<file path="config.mk">
export PLATFORM = sky130hd
export DESIGN_NAME = gate_slice_engine
export DESIGN_NICKNAME = d
export VERILOG_FILES = /design/src/rtl/gate_slice_pkg.sv /design/src/rtl/gate_slice_alu.sv /design/src/rtl/gate_slice_engine.sv
export SDC_FILE = /design/constraint.sdc
export NUM_CORES = 1
export LEC_CHECK = 0
export ABC_AREA = 1
export CORE_MARGIN = 1
export CORE_UTILIZATION = 46
export DETAILED_ROUTE_END_ITERATION = 16
export PLACE_DENSITY = 0.78
export SETUP_SLACK_MARGIN = 0.05
export SLEW_MARGIN = 10
export SYNTH_ARGS = -nofsm -noshare
export SYNTH_HDL_FRONTEND = slang
export SYNTH_SLANG_ARGS = --single-unit
</file>
<file path="constraint.sdc">
create_clock -name clk -period 1.9 [get_ports clk]
set_input_delay 0.285 -clock clk [delete_from_list [all_inputs] [get_ports clk]]
set_output_delay 0.285 -clock clk [all_outputs]
set_load 0.005 [all_outputs]
</file>
<file path="src/rtl/gate_slice_pkg.sv">
// Shared op and FSM state encodings for the sliced gate engine.
// GATE_SLICE_LUT_EN enables the programmable truth-table op (OP_LUT).
package gate_slice_pkg;

  typedef enum logic [2:0] {
    OP_ANDN = 3'd0,
    OP_NAND = 3'd1,
    OP_AND  = 3'd2,
    OP_OR   = 3'd3,
    OP_XOR  = 3'd4,
    OP_NOR  = 3'd5,
    OP_XNOR = 3'd6,
    OP_LUT  = 3'd7
  } op_e;

  typedef enum logic [1:0] {
    ST_IDLE = 2'd0,
    ST_RUN  = 2'd1,
    ST_DONE = 2'd2
  } state_e;

`ifdef GATE_SLICE_LUT_EN
  localparam bit LUT_EN = 1'b1;
`else
  localparam bit LUT_EN = 1'b0;
`endif

endpackage

</file>
<file path="src/rtl/gate_slice_alu.sv">
// Combinational SLICE-bit gate function; OP_LUT honoured only with GATE_SLICE_LUT_EN.
module gate_slice_alu
  import gate_slice_pkg::*;
#(
  parameter int SLICE = 2
) (
  input  logic [SLICE-1:0] a_i,
  input  logic [SLICE-1:0] b_i,
  input  op_e              op_i,
  input  logic [3:0]       lut_i,
  output logic [SLICE-1:0] r_o
);

`ifndef GATE_SLICE_LUT_EN
  logic unused_lut;
  assign unused_lut = ^lut_i;
`endif

  always_comb begin
    r_o = '0;
    case (op_i)
      OP_ANDN: r_o = ~a_i & b_i;
      OP_NAND: r_o = ~a_i | ~b_i;
      OP_AND:  r_o = a_i & b_i;
      OP_OR:   r_o = a_i | b_i;
      OP_XOR:  r_o = a_i ^ b_i;
      OP_NOR:  r_o = ~(a_i | b_i);
      OP_XNOR: r_o = ~(a_i ^ b_i);
      OP_LUT: begin
`ifdef GATE_SLICE_LUT_EN
        // lut index is {a,b}: index 3 is a=1,b=1
        for (int i = 0; i < SLICE; i++) r_o[i] = lut_i[{a_i[i], b_i[i]}];
`else
        r_o = '0;
`endif
      end
      default: r_o = '0;
    endcase
  end

endmodule

</file>
<file path="src/rtl/gate_slice_engine.sv">
// Multi-cycle bitwise gate engine: SLICE bits per cycle, valid/ready in and out.
// Optional OP_LUT support via GATE_SLICE_LUT_EN; otherwise op 7 yields zero and sets err.
module gate_slice_engine
  import gate_slice_pkg::*;
#(
  parameter int WIDTH = 8,
  parameter int SLICE = 2
) (
  input  logic             clk,
  input  logic             rst,
  input  logic             in_valid,
  output logic             in_ready,
  input  logic [WIDTH-1:0] x,
  input  logic [WIDTH-1:0] y,
  input  logic [2:0]       op,
  input  logic [3:0]       lut,
  output logic             out_valid,
  input  logic             out_ready,
  output logic [WIDTH-1:0] result,
  output logic             zero,
  output logic             ones,
  output logic             err
);

  localparam int N  = WIDTH / SLICE;
  localparam int KW = (N > 1) ? $clog2(N) : 1;

  state_e            state_q, state_d;
  logic [KW-1:0]     k_q, k_d;
  logic [WIDTH-1:0]  a_q, a_d, b_q, b_d, res_q, res_d;
  op_e               op_q, op_d;
  logic [3:0]        lut_q, lut_d;
  logic              zero_q, zero_d, ones_q, ones_d, err_q, err_d;
  logic [SLICE-1:0]  a_sl, b_sl, r_sl;

  assign a_sl = a_q[k_q*SLICE +: SLICE];
  assign b_sl = b_q[k_q*SLICE +: SLICE];

  gate_slice_alu #(.SLICE(SLICE)) u_alu (
    .a_i   (a_sl),
    .b_i   (b_sl),
    .op_i  (op_q),
    .lut_i (lut_q),
    .r_o   (r_sl)
  );

  always_comb begin
    state_d = state_q;
    k_d     = k_q;
    a_d     = a_q;
    b_d     = b_q;
    op_d    = op_q;
    lut_d   = lut_q;
    res_d   = res_q;
    zero_d  = zero_q;
    ones_d  = ones_q;
    err_d   = err_q;
    case (state_q)
      ST_IDLE: begin
        if (in_valid) begin
          a_d     = x;
          b_d     = y;
          op_d    = op_e'(op);
          lut_d   = lut;
          res_d   = '0;
          k_d     = '0;
          zero_d  = 1'b0;
          ones_d  = 1'b0;
          err_d   = (op == OP_LUT) && !LUT_EN;
          state_d = ST_RUN;
        end
      end
      ST_RUN: begin
        res_d[k_q*SLICE +: SLICE] = r_sl;
        k_d = k_q + 1'b1;
        if (k_q == KW'(N - 1)) begin
          // flags come from the fully assembled word, including this last slice
          zero_d  = (res_d == '0);
          ones_d  = &res_d;
          state_d = ST_DONE;
        end
      end
      ST_DONE: begin
        if (out_ready) state_d = ST_IDLE;
      end
      default: state_d = ST_IDLE;
    endcase
  end

  always_ff @(posedge clk) begin
    if (rst) begin
      state_q <= ST_IDLE;
      k_q     <= '0;
      a_q     <= '0;
      b_q     <= '0;
      op_q    <= OP_ANDN;
      lut_q   <= '0;
      res_q   <= '0;
      zero_q  <= 1'b0;
      ones_q  <= 1'b0;
      err_q   <= 1'b0;
    end else begin
      state_q <= state_d;
      k_q     <= k_d;
      a_q     <= a_d;
      b_q     <= b_d;
      op_q    <= op_d;
      lut_q   <= lut_d;
      res_q   <= res_d;
      zero_q  <= zero_d;
      ones_q  <= ones_d;
      err_q   <= err_d;
    end
  end

  assign in_ready  = (state_q == ST_IDLE);
  assign out_valid = (state_q == ST_DONE);
  assign result    = res_q;
  assign zero      = zero_q;
  assign ones      = ones_q;
  assign err       = err_q;

endmodule

</file>
==> results_dict.tcl, run 1 <==
set metrics [dict create \
    die_h_um 66.7 \
    pre_cts_ws_ns -0.169 \
    grt_max_degree 24 \
    min_path_type "flop to flop" \
    final_hold_viol_count 0 \
    critPathMaxFanout 6 \
    setup_viol 5 \
    finalCriticalPeriod_ns 2.06 \
    busiest_layer "met2" \
    grt_pass1_wl_um 7930 \
    use_met3 0.0360 \
    drive_above_1_share 0.282 \
    syn_area_um2 1930 \
    routed_wl_um 4970 \
    finish.instance_area_um2 2760 \
    cts-buffers-inserted 5 \
    ioPinCount 40 \
    synth_cell_types 23 \
    leakagePower_nw 1.19 \
    grtUsageTotal 0.236 \
    period_share 1.09 \
    fin_ws_ns -0.164 \
    syn_to_final_growth_pct 43.4 \
    grt_use_met1 0.304 \
    dr.pass1.iters 4 \
    cts.sinks 34 \
    max_slew.worst_pin.slew_ns 0.443 \
    rsz0062_at_grt "true" \
    power.density_nw_per_um2 688 \
    cts_tree "built" \
    syn-num-nets 321 \
    maxSlewHeadroom 0.704 \
    rows 23 \
    antenna_cells 0 \
    avgSynthCellArea_um2 6.78 \
    max_freq_mhz 485 \
    postPlaceCellArea_um2 2470 \
    antenna_found_initial 0 \
    drv_slew 0 \
    synth.yosys.seq_area_share 0.353 \
    synth-seq-cells 34 \
    max_cap_viol_count 0 \
    ir_worst_vdd_uv 524 \
    critPathRequiredTime_ns 2.12 \
    vias 2002 \
    grt_overflow 0 \
    place.gp.congestion 0.896 \
    final_nets 376 \
    path_clk_slew_ns 0.07 \
    cp.arrival_ns 2.29 \
    clkLatencyLatePin_ns 0.29 \
    end_kind "flop" \
    cts_root_buffer "clkbuf_8" \
    io_buffers 35 \
    yosysTopAreaCellShare 0.353 \
    yosys-top-cells-area "dfxtp_1 35%, nand2_1 12%, nor2_1 10%" \
    core-area_um2 4000 \
    h-tree-depth 2 \
    synthCells 284 \
    status "finished with violations" \
    die_x_um 66.7 \
    dieArea_um2 4450 \
    synth_warnings 0 \
    crit_type "flop to flop" \
    wl_per_cell_um 12.7 \
    grt.met2_usage 0.388 \
    worstSetupStartpointType "flop" \
    antenna_left 0 \
    yosys.area.top_type "dfxtp_1" \
    detail_route.vias_per_cell 5.13 \
    violations "negative setup slack" \
    first_iter_violations 105 \
    drc_errors 0 \
    clock_path_buffers 2 \
    finClkSkew_ns 0.0131 \
    dp_hpwl_um 3250 \
    grt_pass1_vias 1776 \
    initial_core_util 0.482 \
]
flip-flops by register name (all words and copies together) (netlist names):
| name | cells |
|---|---|
| b_q | 8 |
| a_q | 8 |
| err | 1 |
| zero | 1 |
| ones | 1 |
| op_q | 3 |
| result | 8 |
| state_q | 2 |
| k_q | 2 |
per-stage QoR:
step / power [mW] / std cells / TNS [ns] / utilization / hold WS [ns]
final: 1.90 / 390 / -0.332 / 0.691 / 0.470
after global routing: 1.99 / 390 / -1.25 / 0.691 / 0.494
after CTS: 1.86 / 388 / -0.205 / 0.668 / 0.475
after detailed placement: 1.25 / 378 / -0.489 / 0.617 / 0.457
after global placement: 1.23 / 378 / -0.294 / 0.617 / 0.456
after floorplan: 1.09 / 284 / 0 / - / 0.429
cells in the mapped netlist:
| cell | number |
|---|---|
| nand4_1 | 8 |
| o22ai_1 | 2 |
| inv_1 | 23 |
| nand2_2 | 11 |
| nor2_2 | 3 |
| inv_2 | 5 |
| a21oi_2 | 2 |
| a211oi_1 | 2 |
| buf_6 | 2 |
| nor2_1 | 53 |
| buf_2 | 1 |
| nand3_1 | 13 |
| a21oi_1 | 15 |
| nand3_2 | 9 |
| buf_1 | 2 |
| ha_1 | 10 |
| clkbuf_1 | 5 |
| dfxtp_1 | 34 |
| nand2_1 | 64 |
| nor4_1 | 1 |
| o21ai_0 | 17 |
| nand3b_1 | 1 |
| nand2_4 | 1 |
layer usage:
metal | vias up | part of all wire
li1 | 1024 | -
met1 | 920 | 0.46
met2 | 51 | 0.48
met3 | 7 | 0.041
met4 | 0 | 0.017
met5 | - | 0
power breakdown:
group / switching [mW] / internal (mW)
Combinational: 0.302 / 0.245
Clock: 0.270 / 0.292
Sequential: 0.0373 / 0.755
what timing repair did:
item / CTS / global route
hold buffers: 0 / 0
buffers inserted: 3 / 3
resized for setup: 26 / 20
setup endpoints to repair: 9 / 10
pin swaps: 9 / 21
worst paths after layout:
kind	from	end	slack (ns)	cells after the start
setup / recovery	k_q[1]	ones	-0.16	12
hold reg to reg	ones	ones	0.47	2
setup reg to reg	k_q[1]	ones	-0.16	12
hold / removal	ones	ones	0.47	2
critical path: stages, from the launching register on:
cell and delay, ns:
dfxtp_2 0.37, inv_2 0.17, nand3_2 0.14, nand2_4 0.10, inv_1 0.04, ha_1 0.19, o22ai_2 0.17, nor2_4 0.07
nand2_4 0.10, nand4_1 0.15, a21oi_2 0.23, nand3_2 0.11, a21oi_2 0.13
cells by family after synthesis:
family / after synthesis / synth area share
adders and majority gates: 10 / 0.0649
AOI/OAI and AO/OA: 38 / 0.106
DFF: 34 / 0.353
buffers and inverters: 38 / 0.0825
and+or+nand+nor: 164 / 0.393
cell usage in the layout, fill, tap and decap left out, types with 8 or more instances in the layout:
cell | synthesis | final
nand2_4 | 1 | 8
nand3_1 | 13 | 8
nand4_1 | 8 | 8
buf_4 | 0 | 19
inv_1 | 23 | 22
o21ai_0 | 17 | 17
a21oi_1 | 15 | 14
nand3_2 | 9 | 12
nand2_1 | 64 | 48
ha_1 | 10 | 8
nor2_1 | 53 | 48
clkdlybuf4s50_1 | 0 | 35
dfxtp_1 | 34 | 32
nand2_2 | 11 | 20
cell type report:
class	count	area (um^2)
clock buffers	7	86.3
flip-flops and latches	34	686
clock inverters	1	5.00
well taps	50	62.6
fillers	313	1240
repair buffers	58	538
multi-input cells	212	1280
inverters	28	110
Note: power is estimated with default switching activity, not from simulation.
==> run 2, diff against run 1 <==
RECOVER_POWER = 25   (was not set)
==> run 2 against run 1 <==
The run still ends with negative setup slack left. Combinational power is essentially flat. Utilization shrank 0.19 points. Sequential power is essentially flat. Clock skew shrank 0.0013 ns. Worst hold slack is essentially flat. Register-to-register slack is essentially flat. Sequential share of layout area grew 0.068 points. Wire length shrank 0.20%. Clock power is essentially flat. Critical path depth grew 1. Cell count is the same. Largest power group unchanged.
==> results_dict.tcl, run 2 (synthesis gave the netlist of run 1 again) <==
set metrics [dict create \
    die_x_um 66.7 \
    ioPinCount 40 \
    dp_cells 378 \
    ir_worst_vdd_uv 525 \
    dr.pass1.iters 4 \
    crit_path_end "ones" \
    cts_root_buffer "clkbuf_8" \
    cp.arrival_ns 2.28 \
    core-area_um2 4000 \
    initial_core_util 0.482 \
    rr_endpoint "ones" \
    cpLargestDelayFamily "simple AND/OR/NAND/NOR gates" \
    final_hold_viol_count 0 \
    vias 2006 \
    dieArea_um2 4450 \
    path_depth 13 \
    first_iter_violations 106 \
    r2r_slack_ns -0.15 \
    cts_tree "built" \
    maxSlewHeadroom 0.415 \
    clkLatencyLatePin_ns 0.29 \
    hold_depth 2 \
    routed_wl_um 4960 \
    dp_hpwl_um 3250 \
    clock_path_buffers 2 \
    grt_overflow 0 \
    critPathMaxFanout 4 \
    max_freq_mhz 487 \
    crit_buf_inv 1 \
    status "finished with violations" \
    rsz0062_at_grt "true" \
    grt_max_degree 24 \
    antenna_left 0 \
    cp_slowest_cell "dfxtp_4" \
    leakagePower_nw 1.18 \
    grt_pass1_vias 1776 \
    drive_above_1_share 0.276 \
    pre_cts_ws_ns -0.169 \
    power.density_nw_per_um2 688 \
    drv_slew 0 \
    fin_ws_ns -0.155 \
    final_cell_mix "48 x nor2_1, 48 x nand2_1, 35 x clkdlybuf4s50_1, 32 x dfxtp_1, 22 x inv_1" \
    final_core_util 0.689 \
    h-tree-depth 2 \
    r2r-start "k_q[0]" \
    hp-start "ones" \
    finalCriticalPeriod_ns 2.05 \
    rr_worst_depth 13 \
    antenna_found_initial 0 \
    setup_viol 5 \
    max_slew.worst_pin.slew_ns 0.878 \
    io_buffers 35 \
    detail_route.vias_per_cell 5.14 \
    grt_pass1_wl_um 7930 \
    violations "negative setup slack" \
    max_cap_viol_count 0 \
    cts-buffers-inserted 5 \
    max_stage_delay_ns 0.39 \
    end_kind "flop" \
    worstSetupStartpointType "flop" \
    path_clk_slew_ns 0.07 \
    rows 23 \
    cp_cell_sequence "buf_6, nand2_1, nand3_2, nand2_4, ha_4, nand4_1, nand3_2, nor2_4, nand2_4, nand4_1, a21oi_2, nand3_2, a21oi_2" \
    final_cells 390 \
    wl_per_cell_um 12.7 \
    finClkSkew_ns 0.0118 \
    drc_errors 0 \
    period_share 1.08 \
    die_h_um 66.7 \
    cpMostUsedCell "nand3_2" \
    min_path_type "flop to flop" \
    antenna_cells 0 \
    cts.sinks 34 \
    grtUsageTotal 0.236 \
    final_nets 376 \
    place.gp.congestion 0.896 \
    crit_path_start "k_q[0]" \
    critPathRequiredTime_ns 2.12 \
    crit_type "flop to flop" \
    syn_to_final_growth_pct 43.1 \
]
==> run 2: repair_timing <==
item                                    CTS  global route
gates resized for setup                  26            20
setup buffers                             3             3
hold buffers                              0             0
endpoints found under the setup margin    9            10
pin swaps                                 9            21
==> run 2: worst min path at each step <==
stage	endpoint	slack, ns
after floorplan	op_q[1]	0.43
after global placement	zero	0.46
after detailed placement	zero	0.46
after CTS	zero	0.48
after global routing	zero	0.49
final	ones	0.47
==> run 2: metrics by stage <==
step	instance area (um^2)	power [mW]	setup TNS [ns]	hold WS, ns
floorplan	1970	1.09	0	0.429
global placement	2470	1.23	-0.294	0.456
detailed placement	2470	1.25	-0.489	0.457
CTS	2670	1.86	-0.205	0.475
global route	2760	1.99	-1.35	0.494
finish	2760	1.90	-0.343	0.470
==> run 2: tightest hold or removal path: stages, from the launching register on <==
cell and delay [ns]:
dfxtp_1 0.31, nand2_1 0.07, a21oi_2 0.05
==> run 2: cell type report <==
type | instances | area, um^2
sequential | 34 | 686
inverter | 28 | 110
clock inverter | 1 | 5.00
fill | 314 | 1240
tap | 50 | 62.6
timing repair buffer | 58 | 531
multi-input combinational | 212 | 1280
clock buffer | 7 | 86.3
==> run 2: report_power, final <==
group          switching, mW  internal (mW)  total, mW
clock                  0.268          0.292      0.560
combinational          0.302          0.242      0.544
sequential            0.0373          0.755      0.793
==> run 2: routing by layer <==
layer | GRT usage | wire length (um) | up-vias
li1 | - | - | 1021
met1 | 0.304 | 2320 | 924
met2 | 0.388 | 2360 | 52
met3 | 0.0360 | 194 | 9
met4 | 0.0957 | 80 | 0
met5 | 0 | 0 | -
==> run 3, diff against run 2 <==
CORE_MARGIN = 8   (was 1)
==> run 3 against run 2 <==
The flow still finishes with violations (negative setup slack). Global-route usage decreased by 8.0 points. Utilization decreased by 1.1 points. Sequential share of layout area increased by 0.20 points. Worst hold slack improved by 0.0069 ns. First-iteration DRC count increased by 2.8%. Clock power decreased by 12%. Critical path depth increased by 4. Wire length increased by 4.7%. Fmax decreased by 0.53%. Largest power group unchanged. Highest routed layer unchanged.
==> results_dict.tcl, run 3 (synthesis gave the netlist of run 1 again) <==
set metrics [dict create \
    grt_pass1_wl_um 8240 \
    dp_cells 380 \
    crit_path_end "zero" \
    leakagePower_nw 1.17 \
    routed_wl_um 5200 \
    cts_tree "built" \
    fin_ws_ns -0.166 \
    max_slew.worst_pin.slew_ns 0.849 \
    grt_overflow 0 \
    cpLargestDelayFamily "simple AND/OR/NAND/NOR gates" \
    detail_route.vias_per_cell 5.21 \
    cts.sinks 34 \
    period_share 1.09 \
    clkLatencyLatePin_ns 0.28 \
    grt_max_degree 24 \
    die_h_um 80.7 \
    max_cap_viol_count 0 \
    r2r_slack_ns -0.17 \
    vias 2033 \
    ir_worst_vdd_uv 449 \
    final_hold_viol_count 0 \
    min_path_type "flop to flop" \
    cpMostUsedCell "nand2_2" \
    crit_buf_inv 2 \
    fillers 343 \
    final_cell_mix "47 x nor2_1, 46 x nand2_1, 35 x clkdlybuf4s50_1, 32 x dfxtp_1, 22 x nand2_2" \
    drive_above_1_share 0.279 \
    final_cells 390 \
    cp_cell_sequence "inv_8, nand2_1, nand3_4, nand2_4, ha_4, inv_2, nand2_1, nand3_1, nor2_2, nand2_2, nand2_2, nand2_2, nor2_2, nand2_2, nor2_2, nand3_1, a21oi_2" \
    rr_endpoint "zero" \
    path_clk_slew_ns 0.06 \
    cp.arrival_ns 2.28 \
    syn_to_final_growth_pct 41.9 \
    first_iter_violations 109 \
    drv_slew 0 \
    max_stage_delay_ns 0.38 \
    die_x_um 80.7 \
    critPathMaxFanout 10 \
    rr_worst_depth 17 \
    final_nets 377 \
    worstSetupStartpointType "flop" \
    grtUsageTotal 0.155 \
    cts_hold_buf 0 \
    finish.instance_area_um2 2730 \
    initial_core_util 0.478 \
    crit_path_start "k_q[0]" \
    max_freq_mhz 484 \
    setup_viol 6 \
    status "finished with violations" \
    antenna_found_initial 0 \
    ioPinCount 40 \
    cp_slowest_cell "dfxtp_4" \
    place.gp.congestion 0.861 \
    antenna_cells 0 \
    end_kind "flop" \
    antenna_left 0 \
    r2r-start "k_q[0]" \
    rsz0062_at_grt "true" \
    path_depth 17 \
    wl_per_cell_um 13.3 \
    violations "negative setup slack" \
    dr.pass1.iters 4 \
    maxSlewHeadroom 0.434 \
    crit_type "flop to flop" \
    rows 23 \
    postPlaceCellArea_um2 2480 \
    final_common_cell "nor2_1" \
    finClkSkew_ns 0.00417 \
    critPathRequiredTime_ns 2.12 \
    cts_root_buffer "clkbuf_8" \
    power.density_nw_per_um2 667 \
    dieArea_um2 6520 \
    pre_cts_ws_ns -0.207 \
    drc_errors 0 \
    h-tree-depth 2 \
    core-area_um2 4030 \
    cts-buffers-inserted 5 \
    io_buffers 35 \
    finalCriticalPeriod_ns 2.07 \
    clock_path_buffers 2 \
    dp_hpwl_um 3600 \
    grt_pass1_vias 1891 \
]
-- run 3: final cells by class --
class,instances,area [um^2],share of cell area
clock buffer,7,76.3,0.0279
timing repair buffer,59,534,0.195
sequential,34,686,0.251
multi-input combinational,212,1260,0.462
tap,50,62.6,0.0229
inverter,28,113,0.0412
-- run 3: worst min-delay path by stage --
stage | startpoint | endpoint | cells after the start
floorplan | op[1] | op_q[1] | 2
global placement | zero | zero | 2
detailed placement | zero | zero | 2
CTS | zero | zero | 2
global route | ones | ones | 2
finish | zero | zero | 2
-- run 3: routing by layer --
layer	GRT usage	wire [um]	vias to the layer above
met2	0.256	2630	54
li1	-	-	1022
met4	0.0625	76	0
met3	0.0324	260	7
met5	0	0	-
met1	0.193	2230	950
-- run 3: per-stage QoR --
stage	hold WS, ns	util	setup TNS (ns)	power, mW
global route	0.492	0.679	-1.58	1.93
floorplan	0.429	-	0	1.09
global placement	0.456	0.616	-0.346	1.25
CTS	0.468	0.648	-0.272	1.78
finish	0.477	0.679	-0.429	1.82
detailed placement	0.459	0.616	-0.597	1.27
-- run 3: power breakdown --
part	internal (mW)	leakage [nW]	switching, mW	total [mW]
sequential	0.756	0.280	0.0387	0.795
combinational	0.245	0.854	0.294	0.539
clock	0.252	0.0383	0.238	0.490
total	1.25	1.17	0.572	1.82
-- run 3: worst register-to-register path: stages, from the launching register on --
cell and delay, ns:
dfxtp_4 0.38, inv_8 0.09, nand2_1 0.10, nand3_4 0.11, nand2_4 0.07, ha_4 0.27, inv_2 0.03, nand2_1 0.05
nand3_1 0.07, nor2_2 0.10, nand2_2 0.11, nand2_2 0.08, nand2_2 0.08, nor2_2 0.10, nand2_2 0.06, nor2_2 0.09
nand3_1 0.10, a21oi_2 0.13
-- run 3: timing repair --
action / in CTS / in global routing
buffers inserted: 0 / 3
resized for setup: 16 / 32
pin swaps: 8 / 33
setup endpoints to repair: 9 / 10
cloned: 0 / 0
